$ cat src/rtl/binario_bcd_seq.sv
// Sequential 14-bit binary to four-digit BCD converter (double-dabble, one bit per clock).
// Values above 9999 raise estouro and blank the digits with 4'b1111.
module binario_bcd_seq (
  input  logic        clock,
  input  logic        reset,
  input  logic        inicio,
  input  logic [13:0] binario,
  output logic [3:0]  milhar,
  output logic [3:0]  centena,
  output logic [3:0]  dezena,
  output logic [3:0]  unidade,
  output logic        ocupado,
  output logic        pronto,
  output logic        estouro
);

  typedef enum logic [1:0] {OCIOSO, CONVERTE, FIM} estado_t;

  estado_t     estado_q;
  logic [13:0] desloc_q;
  logic [19:0] bcd_q;
  logic [3:0]  conta_q;
  logic [3:0]  milhar_q, centena_q, dezena_q, unidade_q;
  logic        pronto_q, estouro_q;

  logic [19:0] bcdAjust_d;
  logic [33:0] shift_d;

  // Add-3 correction on every nibble, then shift accumulator and operand as one register
  always_comb begin
    bcdAjust_d = bcd_q;
    for (int i = 0; i < 5; i++) begin
      if (bcd_q[4*i +: 4] >= 4'd5)
        bcdAjust_d[4*i +: 4] = bcd_q[4*i +: 4] + 4'd3;
    end
    shift_d = {bcdAjust_d, desloc_q} << 1;
  end

  always_ff @(posedge clock) begin
    if (reset) begin
      estado_q  <= OCIOSO;
      desloc_q  <= '0;
      bcd_q     <= '0;
      conta_q   <= '0;
      milhar_q  <= '0;
      centena_q <= '0;
      dezena_q  <= '0;
      unidade_q <= '0;
      pronto_q  <= 1'b0;
      estouro_q <= 1'b0;
    end else begin
      pronto_q <= 1'b0;
      unique case (estado_q)
        OCIOSO: begin
          if (inicio) begin
            desloc_q <= binario;
            bcd_q    <= '0;
            conta_q  <= '0;
            estado_q <= CONVERTE;
          end
        end
        CONVERTE: begin
          bcd_q    <= shift_d[33:14];
          desloc_q <= shift_d[13:0];
          conta_q  <= conta_q + 4'd1;
          if (conta_q == 4'd13)
            estado_q <= FIM;
        end
        FIM: begin
          // Nonzero ten-thousands nibble means the value does not fit in four digits
          estouro_q <= (bcd_q[19:16] != 4'd0);
          if (bcd_q[19:16] != 4'd0) begin
            milhar_q  <= 4'b1111;
            centena_q <= 4'b1111;
            dezena_q  <= 4'b1111;
            unidade_q <= 4'b1111;
          end else begin
            milhar_q  <= bcd_q[15:12];
            centena_q <= bcd_q[11:8];
            dezena_q  <= bcd_q[7:4];
            unidade_q <= bcd_q[3:0];
          end
          pronto_q <= 1'b1;
          estado_q <= OCIOSO;
        end
        default: estado_q <= OCIOSO;
      endcase
    end
  end

  assign milhar  = milhar_q;
  assign centena = centena_q;
  assign dezena  = dezena_q;
  assign unidade = unidade_q;
  assign pronto  = pronto_q;
  assign estouro = estouro_q;
  assign ocupado = (estado_q != OCIOSO);

endmodule

$ cat config.mk
export PLATFORM = sky130hd
export DESIGN_NAME = binario_bcd_seq
export DESIGN_NICKNAME = d
export VERILOG_FILES = /design/src/rtl/binario_bcd_seq.sv
export SDC_FILE = /design/constraint.sdc
export NUM_CORES = 1
export LEC_CHECK = 0
export BUFFER_PORTS_ARGS = -buffer_cell sky130_fd_sc_hd__buf_2
export CORE_MARGIN = 4
export CORE_UTILIZATION = 45
export DETAILED_ROUTE_END_ITERATION = 16
export MAX_ROUTING_LAYER = met4
export PLACE_DENSITY_LB_ADDON = 0.3
export SYNTH_ARGS = -nofsm -noshare
export SYNTH_HDL_FRONTEND = slang
export SYNTH_SLANG_ARGS = --single-unit
$ cat constraint.sdc
create_clock -name clock -period 4.97 [get_ports clock]
set_clock_uncertainty 0.2 [all_clocks]
set_input_delay 0.7455 -clock clock [delete_from_list [all_inputs] [get_ports clock]]
set_output_delay 0.7455 -clock clock [all_outputs]
set_load 0.01 [all_outputs]
* Word-level counts from Yosys, hierarchy flattened
Cells that the tools add are included.
Word-level totals: bits in registers 58, bits of input ports 17, output and inout bits 19, logic and storage cells 51
Operators by class: add/sub/neg operators 6, magnitude comparators 5, equality and inequality tests 5, multiplexer cells 19, reductions and logical operators 6
Operator list (number):
- 20-bit one-hot mux with 2 select lines | 1
- 4-bit two-way mux | 9
- 14-bit one-hot mux with 2 select lines | 1
- 4-bit by 3-bit >= comparator with 1-bit output (second input constant) | 5
- 20-bit two-way mux | 1
- 4-bit by 2-bit adder with 4-bit output (second input constant) | 4
- 14-bit two-way mux | 1
- 4-bit one-hot mux with 2 select lines | 1
- 4-bit by 1-bit adder with 4-bit output (second input constant) | 1
- 4-bit == test (second input constant) | 1
- 2-bit two-way mux | 2
- 2-bit inequality test (second input constant) | 2
- 2-bit one-hot mux with 2 select lines | 1
- 2-bit AND reduction | 2
- 2-bit nonzero test | 2
- 4-bit nonzero test | 1
- 3-bit by 2-bit adder with 3-bit output (second input constant) | 1
- 3-bit two-way mux | 1
- 2-bit by 1-bit == test with 1-bit output (second input constant) | 1
- 2-bit == test (second input constant) | 1
- 2-bit logical NOT | 1
- 1-bit two-way mux | 1

* Depth between registers and ports, before layout
Gate-level depths: netlist of the first run.
depth after elaboration 3, mapped depth 6

* Least setup slack after synthesis of the first run
Ideal clock, no wire load.
path kind reg-to-output, from register estado_q[0], to output port ocupado, data arrival time 0.975 ns, required time 4.024 ns, slack 3.050 ns, stages on the path, launching flop included 4, cell sequence dfxtp_1 > buf_2 > buf_2 > or2_2
On the way: word-level cells in the longest chain between the ends 1
RTL lines:
- start: declaration | RTL line 19 | estado_t estado_q;
- start signal: assignment | RTL line 41 | estado_q <= OCIOSO;
- start signal: assignment | RTL line 59 | estado_q <= CONVERTE;
- start signal: assignment | RTL line 67 | estado_q <= FIM;
- 2-bit nonzero test | RTL line 97 | assign ocupado = (estado_q != OCIOSO);
- end: declaration | RTL line 12 | output logic ocupado,
Every way passes these cells.

* Worst setup path in the final report of the first run
from register estado_q[0], to register estado_q[1]
On the way: word-level cells in the longest chain between the ends 3, elaborated cells on any way between the ends 6
RTL lines:
- 2-bit by 1-bit == test with 1-bit output / 2-bit logical NOT (equally long branches) | RTL line 53 | unique case (estado_q)
- 2-bit inequality test (no source line)
- 2-bit AND reduction (no source line)
Parallel ways exist; a longest one is shown, timed or not. A chain may end at the register's enable or synchronous reset.

==> results of run 1 <==
worst max-delay path, delay by kind of cell (launching register included):
family,cells,cell delay (ps)
flops,1,830
simple gates,3,1520
power groups by stage:
stage               registers (mW)  clock network (mW)  logic [mW]
floorplan                    0.493                   0      0.0552
global placement             0.498                   0      0.0646
detailed placement           0.499                   0      0.0655
CTS                          0.488               0.507      0.0660
global route                 0.490               0.527      0.0748
finish                       0.488               0.492      0.0654
flip-flops by register name, indices dropped and copies added (netlist names):
name	cells
bcd_q	20
estouro	1
estado_q	2
conta_q	4
unidade	4
desloc_q	14
milhar	4
pronto	1
dezena	4
centena	4
path summary, 6_finish.rpt:
| path | startpoint | endpoint | depth (start not counted) |
|---|---|---|---|
| worst max register to register | estado_q[0] | estado_q[1] | 3 |
| worst max-delay path | estado_q[0] | estado_q[1] | 3 |
| worst min register to register | estouro | estouro | 2 |
| worst min-delay path | estouro | estouro | 2 |
layout make-up:
| type | instances | area (um2) | area share (%) |
|---|---|---|---|
| clock buffer | 9 | 124 | 3.87 |
| clock inverter | 7 | 103 | 3.20 |
| inverter | 18 | 67.6 | 2.11 |
| multi-input combinational | 236 | 1460 | 45.7 |
| sequential | 58 | 1160 | 36.3 |
| tap | 75 | 93.8 | 2.93 |
| timing repair buffer | 37 | 190 | 5.94 |
cells in the final DEF (no fill, tap or decap):
| cell type | n |
|---|---|
| nor2_2 | 1 |
| clkinv_4 | 3 |
| nand2_1 | 35 |
| inv_6 | 1 |
| a31oi_1 | 17 |
| mux2i_1 | 5 |
| clkbuf_8 | 9 |
| buf_4 | 2 |
| o221a_1 | 7 |
| a22o_1 | 14 |
| ha_1 | 13 |
| nor3_1 | 7 |
| xnor2_1 | 5 |
| nand2b_1 | 8 |
| mux2_2 | 1 |
| nand3b_1 | 1 |
| or2_2 | 1 |
| o21ai_1 | 1 |
| dfxtp_1 | 58 |
| or3_1 | 1 |
| a21oi_1 | 34 |
| a22oi_1 | 3 |
| xor2_1 | 4 |
| nand2_2 | 1 |
| nor2b_1 | 8 |
| inv_1 | 18 |
| o21ai_0 | 8 |
| nor2_1 | 45 |
| clkinvlp_4 | 1 |
| nand3_1 | 7 |
| buf_2 | 35 |
| a2111oi_2 | 5 |
| and4_1 | 2 |
| o21bai_2 | 1 |
| and2b_1 | 1 |
| bufinv_16 | 2 |
metal layers:
layer | GRT usage [%] | up-vias | share of wire, %
met5 | - | - | 0
met4 | 6.09 | 0 | 0.89
met2 | 27.0 | 52 | 46
met3 | 5.68 | 6 | 5.4
li1 | - | 1210 | -
met1 | 20.1 | 1085 | 48
cell families (layout without fill, tap and decap cells):
logic type / Yosys count / in the layout
AND/OR/NAND/NOR: 118 / 118
buffers and inverters: 42 / 71
flip-flops: 58 / 58
adder cells (fa/ha/maj): 13 / 13
AO/OA/AOI/OAI: 90 / 90
multiplexers: 6 / 6
XOR/XNOR: 9 / 9
cells in the mapped netlist (4+ instances only):
master / instances
nor3_1: 7
clkbuf_1: 4
nor2b_1: 8
mux2i_1: 5
o21ai_0: 8
a22o_1: 14
a21oi_1: 34
buf_2: 20
inv_1: 18
nand3_1: 7
a2111oi_2: 5
dfxtp_1: 58
nor2_1: 45
nand2_1: 35
o221a_1: 7
a31oi_1: 17
ha_1: 13
nand2b_1: 8
xor2_1: 4
xnor2_1: 5
stage by stage:
step	hold WS, ps	setup slack, ps	cells	utilization, %	area, um2
3_5_place_dp	263	2390	424	49.7	2980
5_1_grt	288	2090	440	53.4	3200
6_report	268	2360	440	53.4	3200
3_3_place_gp	241	2460	424	49.7	2980
4_1_cts	274	2350	440	53.4	3200
2_1_floorplan	249	3050	336	-	2810
==> run summary, run 1 <==
clk buf depth -> 2
Setup TNS Final -> 0 ps
Cell Area, Synth -> 2810 um2
Chip Width -> 87.0 um
Final Hold Fails -> 0
Core ar. -> 5990 um2
first-pass GRT wire length -> 9940 um
clock group share of total power -> 47.1%
All-Layer GR Usage -> 17.0%
setup violators final -> 0
Worst Setup Start Kind -> flip-flop
post-synthesis mux area share -> 2.18%
Post-Synth XOR/XNOR Area -> 2.81%
clk_lat worst skew -> 340 ps
Initial Utilization -> 46.8%
Tcrit/Tclk final -> 52.6%
postcts setup bufs -> 0
Via density -> 5.35
post_cts resized -> 0
DRC -> 0
reg2reg setup slack -> 2360 ps
internal power consumption -> 789 uW
CP Data Arrival Time -> 2690 ps
CTS tree -> done
syn nets -> 366
Simple-Gate Fraction of Synth Area -> 18.8%
# diodes -> 0
Tot Pwr -> 1.05 mW
Synth Instances -> 336
unique cell type count in the Yosys netlist -> 31
Yosys Warn Count -> 0
DP HPWL -> 3690 um
total CTS buffers -> 9
GRT Residual Overflow -> 0
CP max stage cell -> dfxtp_1
CTS sink cnt -> 58
combinational share of power -> 6.3%
critical-path cell list -> nand2b_1, nor2_2, and4_1
P&R area growth vs syn -> 14.1%
Critical Path Fanout Max -> 24
sequential power share -> 46.7%
adder-cell share of the synthesized area -> 5.80%
ANT nets after route -> 0
Max rail drop VDD -> 0.000204 V
# H-tree levels -> 3
commonest register cell after synthesis -> dfxtp_1
Psw -> 257 uW
layout cells sized above 1 -> 17.3%
num rows -> 28
post-synth top area cell -> dfxtp_1
Tmin final -> 2610 ps
main combinational cell family by area after synthesis -> compound AO/OA/AOI/OAI gates
largest stage delay on the critical path -> 830 ps
final wirelength -> 5730 um
Post-synth EDFFs -> 0
post-synthesis compound-gate area fraction -> 22.5%
Max Cap Violations -> 0
Post-synth ARST share -> 0%
initial antenna violation count -> 0
Slew HR -> 30.7%
HP Class -> reg -> reg
Fillers -> 558
Seq cells post-synth -> 58
final net count -> 390
vias in the first global route -> 2227
clk slew on worst S/H paths -> 70 ps
register area share after synthesis -> 41.4%
root buf cell -> clkbuf_8
status -> finished clean
I/O pin total -> 36
1st-iter DRT viols -> 113
power density over cell area -> 327 nW/um2
TritonRoute pass-1 iters -> 4
Least-Margin Pin Slew -> 1040 ps
critical path class -> reg -> reg
RePlAce Congestion -> 0.751
area share of the leading cell type in the synthesized netlist -> 41.4%
Avg Inst Size Synth -> 8.35 um2
Worst setup EP type -> flip-flop
LEAKAGE -> 1.31 nW
Req. time, crit path -> 5050 ps
final slew viol count -> 0
die area -> 7560 um2
largest net degree at the start of global routing -> 46
max frequency -> 383 MHz
Net Sw Frac -> 24.6%
top post-synthesis cells by area -> dfxtp_1, a21oi_1, nor2_1
vias -> 2353
Port Buf Inserts -> 35
RSZ-0062 raised after global routing -> false
cts hold-fix bufs -> 0
Routed wire per std cell -> 13.0 um
chip height -> 87.0 um
No activity file was read; power rests on OpenSTA's default activity.
==> run 2: changes to the inputs <==
--- a/config.mk
+++ b/config.mk
@@ -5,6 +5,7 @@
 export SDC_FILE = /design/constraint.sdc
 export NUM_CORES = 1
 export LEC_CHECK = 0
+export ABC_AREA = 1
 export BUFFER_PORTS_ARGS = -buffer_cell sky130_fd_sc_hd__buf_2
 export CORE_MARGIN = 4
 export CORE_UTILIZATION = 45
==> constraint.sdc (replaced) <==
create_clock -name clock -period 2.15 [get_ports clock]
set_clock_uncertainty 0.2 [all_clocks]
set_input_delay 0.3225 -clock clock [delete_from_list [all_inputs] [get_ports clock]]
set_output_delay 0.3225 -clock clock [all_outputs]
set_load 0.01 [all_outputs]
==> run 2 against run 1 <==
Compared with the run above: total power up 140%; largest cell class unchanged; final area increased by 3.4%; sequential share of layout area down 1.2 points; largest power group unchanged; wire length increased by 10%; register-to-register slack lost 1900 ps; area after synthesis increased by 2.5%; first-iteration DRC count is 12% lower.
==> run summary, run 2 <==
Initial Utilization -> 47.4%
total CTS buffers -> 9
commonest cells in the netlist -> nand2_1, dfxtp_1, inv_1
Post-synth ARST share -> 0%
root buf cell -> clkbuf_8
final wirelength -> 6320 um
register area share after synthesis -> 40.4%
CP Data Arrival Time -> 1680 ps
internal power consumption -> 1.92 mW
most common cell in the netlist -> nand2_1
TritonRoute pass-1 iters -> 4
commonest register cell after synthesis -> dfxtp_1
HP Class -> in -> reg
max frequency -> 604 MHz
postcts setup bufs -> 0
Sequential Area -> 1160 um2
Net Sw Frac -> 23.2%
top post-synthesis cells by area -> dfxtp_1, nand2_1, nand3_1
final slew viol count -> 0
clock group share of total power -> 48.3%
CTS tree -> done
ANT nets after route -> 0
sequential power share -> 44.7%
Core ar. -> 6060 um2
post-route worst setup slack -> 495 ps
Tot Pwr -> 2.50 mW
Least-Margin Pin Slew -> 525 ps
GRT Residual Overflow -> 0
worst min-delay path startpoint -> binario[0]
first-pass GRT wire length -> 10600 um
die area -> 7730 um2
met1 Resource Use GR -> 20.5%
1st-iter DRT viols -> 100
Routed wire per std cell -> 12.3 um
DRC -> 0
unique cell type count in the Yosys netlist -> 23
Max rail drop VDD -> 0.000522 V
post_cts resized -> 0
Final Util -> 54.6%
Max Cap Violations -> 0
Worst Setup Start Kind -> flip-flop
num rows -> 28
syn nets -> 427
most common cell after layout, fill and taps aside -> nand2_1
GRT Max-Usage Layer -> met2
setup violators final -> 0
All-Layer GR Usage -> 17.7%
clk buf depth -> 2
post-synth top area cell -> dfxtp_1
Seq cells post-synth -> 58
power density over cell area -> 754 nW/um2
CP max stage cell -> dfxtp_1
Port Buf Inserts -> 35
layout cells sized above 1 -> 19.5%
chip height -> 87.9 um
Worst setup EP type -> flip-flop
footprint of the multi-input gates -> 1450 um2
max reg flops -> 20
# diodes -> 0
initial antenna violation count -> 0
Tcrit/Tclk final -> 77.0%
DP Worst Slack -> 502 ps
Critical Path Fanout Max -> 13
# H-tree levels -> 3
clk_lat worst skew -> 340 ps
clk slew on worst S/H paths -> 70 ps
status -> finished clean
critical path class -> reg -> reg
RePlAce Congestion -> 0.815
area share of the leading cell type in the synthesized netlist -> 40.4%
Crit Reg-Reg Startpoint -> estado_q[0]
Yosys Warn Count -> 0
Post-synth EDFFs -> 0
combinational share of power -> 7.0%
Via density -> 5.16
most frequent cells in the layout -> nand2_1, dfxtp_1, inv_1
final net count -> 462
critical path launch point -> estado_q[0]
Tmin final -> 1650 ps
Regs by FF count -> bcd_q (20), desloc_q (14)
cts hold-fix bufs -> 0
met3 GRT Util -> 4.52%
final hold slack -> 39.4 ps
Psw -> 580 uW
Synth Instances -> 397
Cell Area, Synth -> 2880 um2
Avg Inst Size Synth -> 7.24 um2
grt met2 use -> 29.5%
P&R area growth vs syn -> 15.1%
largest net degree at the start of global routing -> 44
RSZ-0062 raised after global routing -> false
I/O pin total -> 36
Chip Width -> 87.9 um
LEAKAGE -> 1.43 nW
Setup TNS Final -> 0 ps
Top reg by flops -> bcd_q
Req. time, crit path -> 2170 ps
CTS sink cnt -> 58
Slew HR -> 65.0%
vias -> 2640
critical-path cell list -> inv_2, nor2_4, buf_4, nand2_1, o21ai_1, a21oi_1
Final Hold Fails -> 0
DP HPWL -> 4300 um
Fillers -> 589
vias in the first global route -> 2469
largest stage delay on the critical path -> 440 ps
run 2: cell count changes after synthesis, moves of 10 or more:
cell / previous run / this run
a21oi_2: 0 / 10
a22o_1: 14 / 0
a31oi_1: 17 / 4
buf_2: 20 / 5
inv_1: 18 / 38
nand2_1: 35 / 111
nand2_2: 1 / 11
nand3_1: 7 / 34
nand4_1: 0 / 10
nor2_1: 45 / 22
o21ai_0: 8 / 28
run 2: path summary, 6_finish.rpt:
path / to / slack [ps] / cells after the start
setup / recovery: conta_q[2] / 500 / 6
hold reg to reg: desloc_q[13] / 250 / 2
hold / removal: desloc_q[0] / 40 / 3
setup reg to reg: conta_q[2] / 500 / 6
run 2: logic make-up after synthesis:
| kind of cell | after synthesis | share of synthesized area [%] |
|---|---|---|
| buffers and inverters | 58 | 9.27 |
| flip-flops | 58 | 40.4 |
| AO/OA/AOI/OAI | 75 | 14.9 |
| AND/OR/NAND/NOR | 193 | 29.8 |
| adder cells (fa/ha/maj) | 13 | 5.66 |
run 2: layout make-up:
| cell class | count | share of cell area [%] |
|---|---|---|
| Multi-Input combinational cell | 281 | 43.7 |
| Clock inverter | 6 | 3.17 |
| Inverter | 42 | 4.91 |
| Tap cell | 75 | 2.83 |
| Timing Repair Buffer | 40 | 6.42 |
| Clock buffer | 10 | 3.85 |
| Sequential cell | 58 | 35.1 |
run 2: through the flow:
stage	area, um2	cells
after floorplan	2880	397
after global placement	3080	496
after detailed placement	3080	496
after CTS	3310	512
after global routing	3310	512
final	3310	512
run 2: per-layer routing:
layer / part of all wire [%] / vias to the layer above / wire length (um)
met1: 45 / 1230 / 2860
met2: 50 / 37 / 3140
met3: 3.5 / 11 / 223
li1: - / 1362 / -
met5: 0 / - / 0
met4: 1.6 / 0 / 99
run 2: critical path, delay by kind of cell (launching register included):
| kind | cells | cell delay (ps) |
|---|---|---|
| DFF | 1 | 440 |
| and+or+nand+nor | 2 | 370 |
| AOI/OAI and AO/OA | 2 | 180 |
| buffers and inverters | 2 | 340 |
run 2: power groups by stage:
| stage | logic (mW) | clock network [mW] | registers [mW] |
|---|---|---|---|
| after global placement | 0.173 | 0 | 1.14 |
| after CTS | 0.178 | 1.23 | 1.12 |
| final | 0.174 | 1.21 | 1.12 |
| after floorplan | 0.137 | 0 | 1.14 |
| after detailed placement | 0.177 | 0 | 1.14 |
| after global routing | 0.198 | 1.26 | 1.12 |
==> run 3: changes to the inputs <==
==> constraint.sdc (replaced) <==
create_clock -name clock -period 1.5 [get_ports clock]
set_clock_uncertainty 0.2 [all_clocks]
set_input_delay 0.225 -clock clock [delete_from_list [all_inputs] [get_ports clock]]
set_output_delay 0.225 -clock clock [all_outputs]
set_load 0.01 [all_outputs]
==> run 3 against run 2 <==
Compared with the run above: count of clock-buffer cells in the layout up 3; wire length up 4.1%; final area up 9.4%; final cell count up 5.5%; critical path depth unchanged; fmax up 16%; non-clock buffer count up 28.
==> run summary, run 3 (synthesized netlist as in run 2, its figures left out) <==
Top reg by flops -> bcd_q
Setup TNS Final -> 0 ps
clk_lat worst skew -> 330 ps
reg2reg setup slack -> 70 ps
1st-iter DRT viols -> 140
status -> finished clean
vias in the first global route -> 2583
Via density -> 5.05
Tot Pwr -> 3.27 mW
chip height -> 87.9 um
# H-tree levels -> 3
max frequency -> 701 MHz
worst reg2reg path depth -> 6
critical-path cell list -> inv_2, ha_1, nand3_1, nand2_1, buf_12, a21oi_1
setup violators final -> 0
Tcrit/Tclk final -> 95.2%
most common cell after layout, fill and taps aside -> nand2_1
final wirelength -> 6580 um
vias -> 2726
Reg-to-Reg End -> unidade[0]
Max Cap Violations -> 0
CP Data Arrival Time -> 1480 ps
design area -> 3620 um2
Least-Margin Pin Slew -> 278 ps
I/O pin total -> 36
Max rail drop VDD -> 0.000685 V
All-Layer GR Usage -> 19.1%
Slew HR -> 81.5%
Req. time, crit path -> 1550 ps
final slew viol count -> 0
max reg flops -> 20
critical path launch point -> bcd_q[16]
Regs by FF count -> bcd_q (20), desloc_q (14)
placed cell areas -> 3210 um2
root buf cell -> clkbuf_8
num rows -> 28
# diodes -> 0
Routed wire per std cell -> 12.2 um
Tmin final -> 1430 ps
Crit Reg-Reg Startpoint -> bcd_q[16]
Worst Setup Start Kind -> flip-flop
initial antenna violation count -> 0
Chip Width -> 87.9 um
first-pass GRT wire length -> 11300 um
power density over cell area -> 902 nW/um2
most frequent cells in the layout -> nand2_1, dfxtp_1, buf_2
final net count -> 490
CTS sink cnt -> 58
Port Buf Inserts -> 35
Worst setup EP type -> flip-flop
critical path class -> reg -> reg
DRC -> 0
CTS tree -> done
Fillers -> 555
largest net degree at the start of global routing -> 36
Critical Path Fanout Max -> 15
HP Class -> in -> reg
GRT Residual Overflow -> 0
Initial Utilization -> 47.4%
clk slew on worst S/H paths -> 60 ps
die area -> 7730 um2
CP max stage cell -> dfxtp_1
total CTS buffers -> 9
ANT nets after route -> 0
final hold slack -> 72.8 ps
TritonRoute pass-1 iters -> 4
P&R area growth vs syn -> 25.9%
layout cells sized above 1 -> 26.2%
RePlAce Congestion -> 0.925
Final Hold Fails -> 0
largest stage delay on the critical path -> 360 ps
LEAKAGE -> 1.59 nW
Core ar. -> 6060 um2
DP HPWL -> 4540 um
Critical Path End -> unidade[0]
clk buf depth -> 2
## run 3: area by class of cell
| class | count | area, um2 | share of cell area, % |
|---|---|---|---|
| Clock inverter | 3 | 40.0 | 1.11 |
| Multi-Input combinational cell | 281 | 1490 | 41.1 |
| Timing Repair Buffer | 68 | 512 | 14.1 |
| Inverter | 42 | 173 | 4.77 |
| Tap cell | 75 | 93.8 | 2.59 |
| Clock buffer | 13 | 139 | 3.84 |
| Sequential cell | 58 | 1180 | 32.5 |
## run 3: critical path: cells and delay by family, from the launching register on
kind | cells | cell delay, ps
and+or+nand+nor | 2 | 210
adders and majority gates | 1 | 190
AOI/OAI and AO/OA | 1 | 160
DFF | 1 | 360
buffers and inverters | 2 | 230
## run 3: report_power, final
part	leakage, nW	switching [mW]	internal, mW
logic	1.02	0.186	0.136
registers	0.475	0.0249	1.58
clock network	0.0914	0.580	0.764
total	1.59	0.791	2.48
## run 3: per-layer routing
metal,part of all wire [%],track usage [%]
met1,44,20.6
met2,52,33.2
met3,3.0,5.93
met4,0.93,6.28
met5,0,-
## run 3: worst min-delay path by stage
stage                 from     endpoint  cells after the start
2_1_floorplan   binario[0]  desloc_q[0]                      2
3_3_place_gp   desloc_q[0]  desloc_q[1]                      2
3_5_place_dp   desloc_q[0]  desloc_q[1]                      2
4_1_cts              reset  desloc_q[2]                      4
5_1_grt              reset  desloc_q[0]                      3
6_report             reset  desloc_q[2]                      4
## run 3: what timing repair did
action	in CTS	in global routing
hold buffers	14	0
hold endpoints to repair	14	0
pin swaps	0	6
buffers inserted	0	1
resized for setup	2	30
cloned	0	0
setup endpoints to repair	1	41
## run 3: stage by stage
stage	setup WS [ps]	util [%]	instances
5_1_grt	-1.60	59.7	540
3_3_place_gp	11.4	53.0	509
6_report	72.7	59.7	540
3_5_place_dp	-11.3	53.0	509
4_1_cts	11.9	58.4	539
2_1_floorplan	118	-	397
